File: src/rtl/flopenr_write_arbiter_pkg.sv
`default_nettype none
// ============================================================================
//  Module   : flopenr_write_arbiter_pkg
//  Brief    : Shared constants, state encoding and width helper for the arbiter
//  Revision : 1.0
// ============================================================================
package flopenr_write_arbiter_pkg;

    localparam int DEF_N_REQ    = 4;
    localparam int DEF_MAX_LOCK = 4;
    localparam int DEF_WIDTH    = 32;

    typedef logic [0:0] state_t;

    localparam state_t ST_IDLE   = 1'b0;
    localparam state_t ST_LOCKED = 1'b1;

    // Bits needed to index v items, never less than one
    function automatic int clog2_min1(input int v);
        int r;
        r = 1;
        for (int i = 1; i < 31; i++) begin
            if ((1 << i) < v) r = i + 1;
        end
        return r;
    endfunction

endpackage
`default_nettype wire

File: src/rtl/flopenr_write_arbiter_flopenr_32.sv
`default_nettype none
// ============================================================================
//  Module   : Flopenr_32
//  Brief    : 32-bit enabled flop with synchronous active-high reset
//  Revision : 1.0
// ============================================================================
module Flopenr_32 (
    input  logic        clk,
    input  logic        reset,
    input  logic        E,
    input  logic [31:0] D,
    output logic [31:0] Q
);

    always_ff @(posedge clk) begin
        if (reset)  Q <= '0;
        else if (E) Q <= D;
    end

endmodule
`default_nettype wire

File: src/rtl/flopenr_write_arbiter_rr_pick.sv
`default_nettype none
// ============================================================================
//  Module   : rr_pick
//  Brief    : Round-robin picker: first set request at or after ptr, with wrap
//  Revision : 1.0
// ============================================================================
module rr_pick #(
    parameter int N_REQ = 4,
    parameter int PW    = 2
) (
    input  logic [N_REQ-1:0] req,
    input  logic [PW-1:0]    ptr,
    output logic [N_REQ-1:0] onehot,
    output logic [PW-1:0]    idx,
    output logic             any
);

    always_comb begin
        int j;
        j      = 0;
        onehot = '0;
        idx    = '0;
        any    = 1'b0;
        for (int k = 0; k < N_REQ; k++) begin
            j = int'(ptr) + k;
            if (j >= N_REQ) j = j - N_REQ;
            if (!any && req[j]) begin
                any       = 1'b1;
                onehot[j] = 1'b1;
                idx       = PW'(j);
            end
        end
    end

endmodule
`default_nettype wire

File: src/rtl/flopenr_write_arbiter.sv
`default_nettype none
// ============================================================================
//  Module   : flopenr_write_arbiter
//  Brief    : Round-robin write arbiter with bounded lock for one 32-bit register
//  Revision : 1.0
// ============================================================================
module flopenr_write_arbiter
    import flopenr_write_arbiter_pkg::*;
#(
    parameter int N_REQ    = DEF_N_REQ,
    parameter int MAX_LOCK = DEF_MAX_LOCK,
    parameter int WIDTH    = DEF_WIDTH
) (
    input  logic                   clk,
    input  logic                   reset,
    input  logic [N_REQ-1:0]       req,
    input  logic [N_REQ-1:0]       lock,
    input  logic [N_REQ*WIDTH-1:0] wdata,
    output logic [N_REQ-1:0]       grant,
    output logic [N_REQ-1:0]       ack,
    output logic                   owner_valid,
    output logic [WIDTH-1:0]       Q
);

    localparam int c_ptr_w = clog2_min1(N_REQ);
    localparam int c_cnt_w = clog2_min1(MAX_LOCK + 1);

    state_t             r_state;
    logic [c_ptr_w-1:0] r_ptr;
    logic [c_ptr_w-1:0] r_owner;
    logic [c_cnt_w-1:0] r_lock_cnt;
    logic [N_REQ-1:0]   r_grant;
    logic [N_REQ-1:0]   r_ack;

    state_t             w_state_nxt;
    logic [c_ptr_w-1:0] w_ptr_nxt;
    logic [c_ptr_w-1:0] w_owner_nxt;
    logic [c_cnt_w-1:0] w_cnt_nxt;
    logic [N_REQ-1:0]   w_grant_nxt;
    logic [N_REQ-1:0]   w_ack_nxt;
    logic               w_we;
    logic [WIDTH-1:0]   w_d;

    logic [N_REQ-1:0]   w_win_oh;
    logic [c_ptr_w-1:0] w_win_idx;
    logic               w_any;
    logic [N_REQ-1:0]   w_owner_oh;
    logic [c_cnt_w-1:0] w_cnt_inc;
    logic               w_enter;
    logic               w_exit;

    rr_pick #(
        .N_REQ (N_REQ),
        .PW    (c_ptr_w)
    ) u_pick (
        .req    (req),
        .ptr    (r_ptr),
        .onehot (w_win_oh),
        .idx    (w_win_idx),
        .any    (w_any)
    );

    assign w_owner_oh = {{(N_REQ-1){1'b0}}, 1'b1} << r_owner;
    assign w_cnt_inc  = r_lock_cnt + c_cnt_w'(1);
    // MAX_LOCK counts every write of a locked burst, the entry write included,
    // so a limit of one never enters LOCKED and the exit compares the new count.
    assign w_enter    = w_any && lock[w_win_idx] && (MAX_LOCK > 1);
    assign w_exit     = !lock[r_owner] || (w_cnt_inc == c_cnt_w'(MAX_LOCK));

    always_ff @(posedge clk) begin
        if (reset) begin
            r_state    <= ST_IDLE;
            r_ptr      <= '0;
            r_owner    <= '0;
            r_lock_cnt <= '0;
            r_grant    <= '0;
            r_ack      <= '0;
        end else begin
            r_state    <= w_state_nxt;
            r_ptr      <= w_ptr_nxt;
            r_owner    <= w_owner_nxt;
            r_lock_cnt <= w_cnt_nxt;
            r_grant    <= w_grant_nxt;
            r_ack      <= w_ack_nxt;
        end
    end

    always_comb begin
        w_state_nxt = r_state;
        case (r_state)
            ST_IDLE:   if (w_enter) w_state_nxt = ST_LOCKED;
            ST_LOCKED: if (w_exit)  w_state_nxt = ST_IDLE;
            default:   w_state_nxt = ST_IDLE;
        endcase
    end

    always_comb begin
        w_ptr_nxt   = r_ptr;
        w_owner_nxt = r_owner;
        w_cnt_nxt   = r_lock_cnt;
        w_grant_nxt = '0;
        w_ack_nxt   = '0;
        w_we        = 1'b0;
        w_d         = wdata[r_owner*WIDTH +: WIDTH];
        case (r_state)
            ST_IDLE: begin
                if (w_any) begin
                    w_we        = 1'b1;
                    w_d         = wdata[w_win_idx*WIDTH +: WIDTH];
                    w_ack_nxt   = w_win_oh;
                    w_grant_nxt = w_win_oh;
                    w_ptr_nxt   = (w_win_idx == c_ptr_w'(N_REQ-1)) ? '0
                                                                   : w_win_idx + c_ptr_w'(1);
                    if (w_enter) begin
                        w_owner_nxt = w_win_idx;
                        w_cnt_nxt   = c_cnt_w'(1);
                    end
                end
            end
            ST_LOCKED: begin
                w_we      = req[r_owner];
                w_ack_nxt = req[r_owner] ? w_owner_oh : '0;
                w_cnt_nxt = w_exit ? '0 : w_cnt_inc;
                if (!w_exit) w_grant_nxt = w_owner_oh;
            end
            default: ;
        endcase
    end

    assign grant       = r_grant;
    assign ack         = r_ack;
    assign owner_valid = (r_state == ST_LOCKED);

    Flopenr_32 u_store (
        .clk   (clk),
        .reset (reset),
        .E     (w_we),
        .D     (w_d),
        .Q     (Q)
    );

endmodule
`default_nettype wire
File: config.mk
export PLATFORM = sky130hd
export DESIGN_NAME = flopenr_write_arbiter
export DESIGN_NICKNAME = d
export VERILOG_FILES = /design/src/rtl/flopenr_write_arbiter_pkg.sv /design/src/rtl/flopenr_write_arbiter_flopenr_32.sv /design/src/rtl/flopenr_write_arbiter_rr_pick.sv /design/src/rtl/flopenr_write_arbiter.sv
export SDC_FILE = /design/constraint.sdc
export NUM_CORES = 1
export LEC_CHECK = 0
export ABC_AREA = 1
export CORE_ASPECT_RATIO = 0.75
export CORE_MARGIN = 2
export CORE_UTILIZATION = 41
export CTS_BUF_LIST = sky130_fd_sc_hd__clkbuf_8 sky130_fd_sc_hd__clkbuf_16
export DETAILED_ROUTE_END_ITERATION = 16
export MAX_ROUTING_LAYER = met4
export PLACE_DENSITY = 0.78
export REMOVE_ABC_BUFFERS = 1
export SLEW_MARGIN = 20
export SYNTH_ARGS = -nofsm -noshare
export SYNTH_HDL_FRONTEND = slang
export SYNTH_HIERARCHICAL = 1
export SYNTH_SLANG_ARGS = --single-unit
File: constraint.sdc
create_clock -name clk -period 2.59 [get_ports clk]
set_input_delay 0.518 -clock clk [delete_from_list [all_inputs] [get_ports clk]]
set_output_delay 0.518 -clock clk [all_outputs]
set_load 0.03 [all_outputs]
==> metrics.txt, run 1 <==
outcome=complete, no violations; Syn Inst Count=872; Worst Hold Depth=2; R2R Setup Slk=0.19 ns; grt total ovfl=0; peak supply drop=0.000912 V; IO buf count=178; Final Cycle Share=92.8%; worst setup margin=0.186 ns; CTS tree=built; Max-Cap Viols=0; Sequential Power Share=10.6%; min-delay worst type=register to register; sw frac=51.0%; DRC viols=0; DP Worst Slack=-0.223 ns; DP HPWL=12900 um; WHS=0.471 ns; Main synth FF type=dfxtp_1; final hold vios=0; first-pass GRT wire length=28100 um; top-count cell post-synth=nand2_1; CTS max path bufs=2; post-synth top area share=30.1%; DR pass1 iterations=7; vias per inst=5.23; vias in the first global route=5747; Die Ht=96.9 um; GRT Util Overall=28.4%; Final Setup Violations=0; register area share after synthesis=20.3%; WP data required=2.83 ns; die footprint=0.0124 mm^2; Post-synth EDFFs=0; Psw=5.94 mW; # clock sinks=48; Least-Margin Pin Slew=0.501 ns; Worst setup SP type=register; Routed WL=18100 um; Yosys top cell by area=nand2_1; PwrDens=1590 mW/mm^2; synthesized cell area=0.00472 mm^2; Avg WL per Cell=14.9 um; Layout Nets=1221; H-tree Lvls=2; antenna violations before repair=0; Hold Crit Start=u_store/Q[17]; Initial DRC Count=460; proportion of power drawn by combinational gates=81.9%; Yosys warnings=6; synth cell count leaders=379 x nand2_1, 101 x nand3_1, 83 x nor2_1, 64 x a21oi_1, 52 x inv_1; Leak=3.50 nW; max incr delay on CP=0.33 ns; Clock Skew=0.00721 ns; reg-to-reg startpoint=r_ptr[0]; crit path DAT=2.64 ns; Pins Over Slew Limit=0; Clk pwr share=7.5%; Buf/Inv on CP=6; CP Capture Type=register; hold path endpoint=u_store/Q[17]; diode count=0; Antenna Nets Post-Route=0; Crit Path Max Fanout=20; ratio of cells with drive above 1 in the final layout=10.7%; placed insts=1194; critical path type=register to register; Pwr Total=11.7 mW; critical path's slowest cell=dfxtp_2; pin count of the biggest net entering global routing=59; Int Power=5.71 mW; slew margin rel.=66.6%; post-synthesis register bit count=48; Worst path top cell family by delay=simple AND/OR/NAND/NOR gates; unique cell type count in the Yosys netlist=29; Core Area=0.0111 mm^2; cell mode on critical path=nand2_2; fin crit period=2.40 ns; chip width=128 um; starting density of the core=42.7%; hold buffers post-CTS=0; RSZ-0062 raised after global routing=false; io pins=179; area grow syn2layout=55.0%; CTS clk-pin slew, worst paths=0.07 ns; cts bufs inserted=5; Syn Area/Cell=5.42 um^2; FFs w/ async S/R, synth=0%; clk root buf=clkbuf_16; via count=6349; post-route setup TNS=0 ns; CP cell instances=inv_2 -> ha_4 -> inv_1 -> nand2_1 -> nand2_2 -> nor2_4 -> nand4_1 -> nand3_4 -> inv_8 -> buf_12 -> buf_12 -> nand2_1 -> nand3_1 -> nand2_2 -> nand2_2 -> inv_1 -> nor2_1 -> nor2_1; routability congestion estimate=0.946; row cnt=33; final cell count without fillers=1213; # fillers=1046; top post-synthesis cells by area=nand2_1 30%, dfxtp_1 20%, nand3_1 11%; fmax=416 MHz; Clock Latency Late Sink=0.30 ns; worst r2r path cells=18; worst reg2reg path endpoint=r_owner[0]
-- timing repair --
item	in CTS	in global routing
setup endpoints to repair	0	24
gates resized for setup	0	24
buffers inserted	0	7
-- kinds of logic (layout without fill, tap and decap cells) --
family	Yosys count	after routing	share of synthesized area (%)
DFF	48	48	20.3
buffers and inverters	116	317	12.5
adders and majority gates	11	11	2.91
AOI/OAI and AO/OA	78	78	8.69
and+or+nand+nor	619	619	55.6
-- flip-flops by register name (all words and copies together), names as in the netlist --
signal / count
grant: 4
u_store/Q: 32
ack: 4
r_ptr: 2
owner_valid: 1
r_owner: 2
r_lock_cnt: 3
-- worst reg2reg max path, stage by stage (launching register included) --
cell	delay (ns)
dfxtp_2	0.33
inv_2	0.05
ha_4	0.28
inv_1	0.08
nand2_1	0.08
nand2_2	0.06
nor2_4	0.16
nand4_1	0.16
nand3_4	0.22
inv_8	0.08
buf_12	0.13
buf_12	0.14
nand2_1	0.06
nand3_1	0.09
nand2_2	0.11
nand2_2	0.08
inv_1	0.08
nor2_1	0.04
nor2_1	0.11
-- metal layers --
| metal | up-vias | global-route usage, % | routed length, um |
|---|---|---|---|
| met2 | 347 | 44.3 | 7840 |
| met5 | - | - | 0 |
| met1 | 2794 | 38.1 | 8120 |
| met4 | 0 | 5.07 | 214 |
| met3 | 26 | 6.42 | 1920 |
| li1 | 3182 | - | - |
-- through the flow --
stage | utilization (%) | area, um^2
after global routing | 66.1 | 7320
final | 66.1 | 7320
after detailed placement | 62.2 | 6880
after floorplan | - | 4370
after CTS | 64.0 | 7080
after global placement | 62.2 | 6880
-- cells in the final DEF (no fill, tap or decap), drive strengths merged, types with 8 or more instances in the layout --
master / synthesis / layout
dfxtp: 48 / 48
clkdlybuf4s50: 0 / 174
inv: 62 / 63
nor2: 87 / 87
nor3: 11 / 11
nand4: 29 / 29
ha: 11 / 11
clkbuf: 10 / 8
nand2: 388 / 388
nand3: 103 / 103
buf: 44 / 66
a21oi: 64 / 64
-- layout make-up --
class	count	area (um^2)	area share, %
timing repair buffer	247	2520	34.4
multi-input combinational	708	3230	44.1
inverter	62	240	3.28
sequential	48	963	13.2
clock buffer	5	125	1.71
tap	140	175	2.39
clock inverter	3	68.8	0.940
-- worst max path at each step --
stage | cells past startpoint | startpoint | endpoint
after floorplan | 17 | r_ptr[0] | u_store/Q[11]
after detailed placement | 18 | req[3] | u_store/Q[27]
after global placement | 15 | req[3] | r_owner[1]
after CTS | 18 | req[3] | u_store/Q[6]
final | 18 | r_ptr[0] | r_owner[0]
after global routing | 18 | r_ptr[0] | r_owner[0]
-- power groups by stage --
stage,logic [mW],clock network [mW],registers [mW]
floorplan,4.42,0,1.75
global placement,8.57,0,1.23
detailed placement,8.62,0,1.24
CTS,8.66,0.895,1.23
global route,10.5,0.923,1.26
finish,9.54,0.876,1.23
Note: power is estimated with default switching activity, not from simulation.
==> inputs of run 2 (changes only) <==
Settings changed: CORE_ASPECT_RATIO 0.75 to 1.5, CTS_CLUSTER_SIZE set to 12.
==> run 2 against run 1 <==
Combinational power is 6.6% lower. Core utilization is 3.5 points lower. Setup slack worse by 0.087 ns. Largest cell class unchanged. Highest routed layer unchanged.
==> metrics.txt, run 2 (same netlist as run 1, synthesis figures left out) <==
outcome=complete, no violations; pin count of the biggest net entering global routing=43 (-27%); # clock sinks=48 (unchanged); max incr delay on CP=0.39 ns (+0.06 ns); die footprint=0.0124 mm^2 (about the same); Pins Over Slew Limit=0 (unchanged); DP HPWL=12500 um (-2.7%); Avg WL per Cell=14.6 um (-2.1%); CTS clk-pin slew, worst paths=0.07 ns (about the same); vias per inst=5.23 (-0.16%); min-delay worst type=register to register; Die Ht=135 um (+40%); Area after DPL=0.00682 mm^2 (-0.98%); Leak=3.39 nW (-3.1%); CTS max path bufs=2 (unchanged); Pwr Total=10.8 mW (-7.1%); max FFs per register=32 (unchanged); DR pass1 iterations=5 (-2); Finished Core Util=62.6% (-3.5 points); DP Worst Slack=-0.160 ns (+0.0630 ns); Final Setup Violations=0 (unchanged); IO buf count=178 (unchanged); grt total ovfl=0 (unchanged); slew margin rel.=65.2% (-1.4 points); via count=6323 (-0.41%); WHS=0.468 ns (-0.00257 ns); GRT Util Overall=27.9% (-0.49 points); starting density of the core=41.6% (-1.1 points); Worst path top cell family by delay=simple AND/OR/NAND/NOR gates; Antenna Nets Post-Route=0 (unchanged); io pins=179 (unchanged); critical path type=register to register; vias in the first global route=5881 (+2.3%); Layout Nets=1207 (-1.1%); Clock Skew=0.0102 ns (+0.00298 ns); commonest non-fill, non-tap cell in the layout=nand2_1; placed insts=1195 (+0.084%); area grow syn2layout=50.6%; routability congestion estimate=0.891 (-5.8%); Core Area=0.0114 mm^2 (+2.6%); peak supply drop=0.000742 V (-19%); largest register by flop count=u_store/Q; Buf/Inv on CP=5 (-1); fin area=0.00711 mm^2 (-2.8%); Crit Path Max Fanout=21 (+5.0%); cts bufs inserted=5 (unchanged); chip width=91.6 um (-28%); Worst setup SP type=register; critical path's slowest cell=dfxtp_1; Routed WL=17700 um (-2.4%); PwrDens=1520 mW/mm^2 (-4.3%); post-route setup TNS=0 ns (unchanged); CP Capture Type=register; final hold vios=0 (unchanged); fin crit period=2.49 ns (+0.0868 ns); CP cell instances=inv_4 -> ha_4 -> inv_2 -> nand2_1 -> nand2_2 -> nor2_4 -> nand4_1 -> nand3_4 -> buf_4 -> clkbuf_16 -> nand2_1 -> a21oi_1 -> nor3_1 -> nor2_1 -> inv_1 -> nand2_1 -> nand2_1 -> nor2_1; DRC viols=0 (unchanged); cell mode on critical path=nand2_1; H-tree Lvls=2 (unchanged); Least-Margin Pin Slew=0.522 ns (+0.0212 ns); Max-Cap Viols=0 (unchanged); hold buffers post-CTS=0 (unchanged); Final Cycle Share=96.2% (+3.4 points); fmax=402 MHz (-3.5%); CTS tree=built; row cnt=48 (+45%); Initial DRC Count=400 (-13%); Clock Latency Late Sink=0.30 ns (about the same); antenna violations before repair=1 (+1); worst setup margin=0.0996 ns (-0.0868 ns); first-pass GRT wire length=27500 um (-1.9%); ratio of cells with drive above 1 in the final layout=8.88% (-1.8 points); crit path DAT=2.72 ns (+0.08 ns); WP data required=2.82 ns (about the same); final cell count without fillers=1210 (-0.25%); commonest cells after routing, fill and taps aside=378 x nand2_1, 174 x clkdlybuf4s50_1, 99 x nand3_1, 83 x nor2_1, 63 x a21oi_1; clk root buf=clkbuf_16
[run 2: final timing paths]
check | startpoint | end | slack, ns | depth (start not counted)
hold / removal | u_store/Q[25] | u_store/Q[25] | 0.47 | 2
setup / recovery | r_ptr[1] | u_store/Q[11] | 0.1 | 18
hold reg to reg | u_store/Q[25] | u_store/Q[25] | 0.47 | 2
setup reg to reg | r_ptr[1] | u_store/Q[11] | 0.1 | 18
[run 2: report_power, final]
| part | switching [mW] | internal, mW |
|---|---|---|
| clock network | 0.303 | 0.382 |
| logic | 5.25 | 3.66 |
| registers | 0.182 | 1.05 |
| total | 5.73 | 5.09 |
[run 2: worst min-delay path, stage by stage, from the launching register on]
cell and delay, ns:
dfxtp_1 0.31, nor2_1 0.08, nor2_1 0.05
[run 2: metal layers]
layer / wire length [um] / GRT usage [%] / part of all wire (%) / vias to the layer above
met4: 838 / 14.7 / 4.7 / 0
met3: 1230 / 3.73 / 7.0 / 62
li1: - / - / - / 3146
met1: 6560 / 29.5 / 37 / 2810
met5: 0 / - / 0 / -
met2: 9030 / 50.2 / 51 / 305
[run 2: timing repair]
| action | 4_1_cts | 5_1_grt |
|---|---|---|
| setup buffers | 0 | 3 |
| endpoints found under the hold margin | 0 | 0 |
| endpoints found under the setup margin | 0 | 34 |
| resized for setup | 0 | 15 |
[run 2: final cells by class]
| type | instances | area (um^2) |
|---|---|---|
| clock inverter | 2 | 10.0 |
| sequential | 48 | 961 |
| fill | 1102 | 4240 |
| clock buffer | 6 | 139 |
| tap | 150 | 188 |
| timing repair buffer | 233 | 2360 |
| inverter | 62 | 243 |
| antenna | 1 | 2.50 |
| multi-input combinational | 708 | 3210 |
==> inputs of run 3 (changes only) <==
--- a/constraint.sdc
+++ b/constraint.sdc
@@ -3,2 +3,2 @@
 set_output_delay 0.518 -clock clk [all_outputs]
-set_load 0.03 [all_outputs]
+set_load 0.02 [all_outputs]
==> results of run 3 <==
Same layout as run 2 (identical final DEF). Status: complete, no violations.
Among the figures that moved: total power 10.8 mW -> 10.6 mW; worst IR drop on VDD 0.000742 V -> 0.000740 V
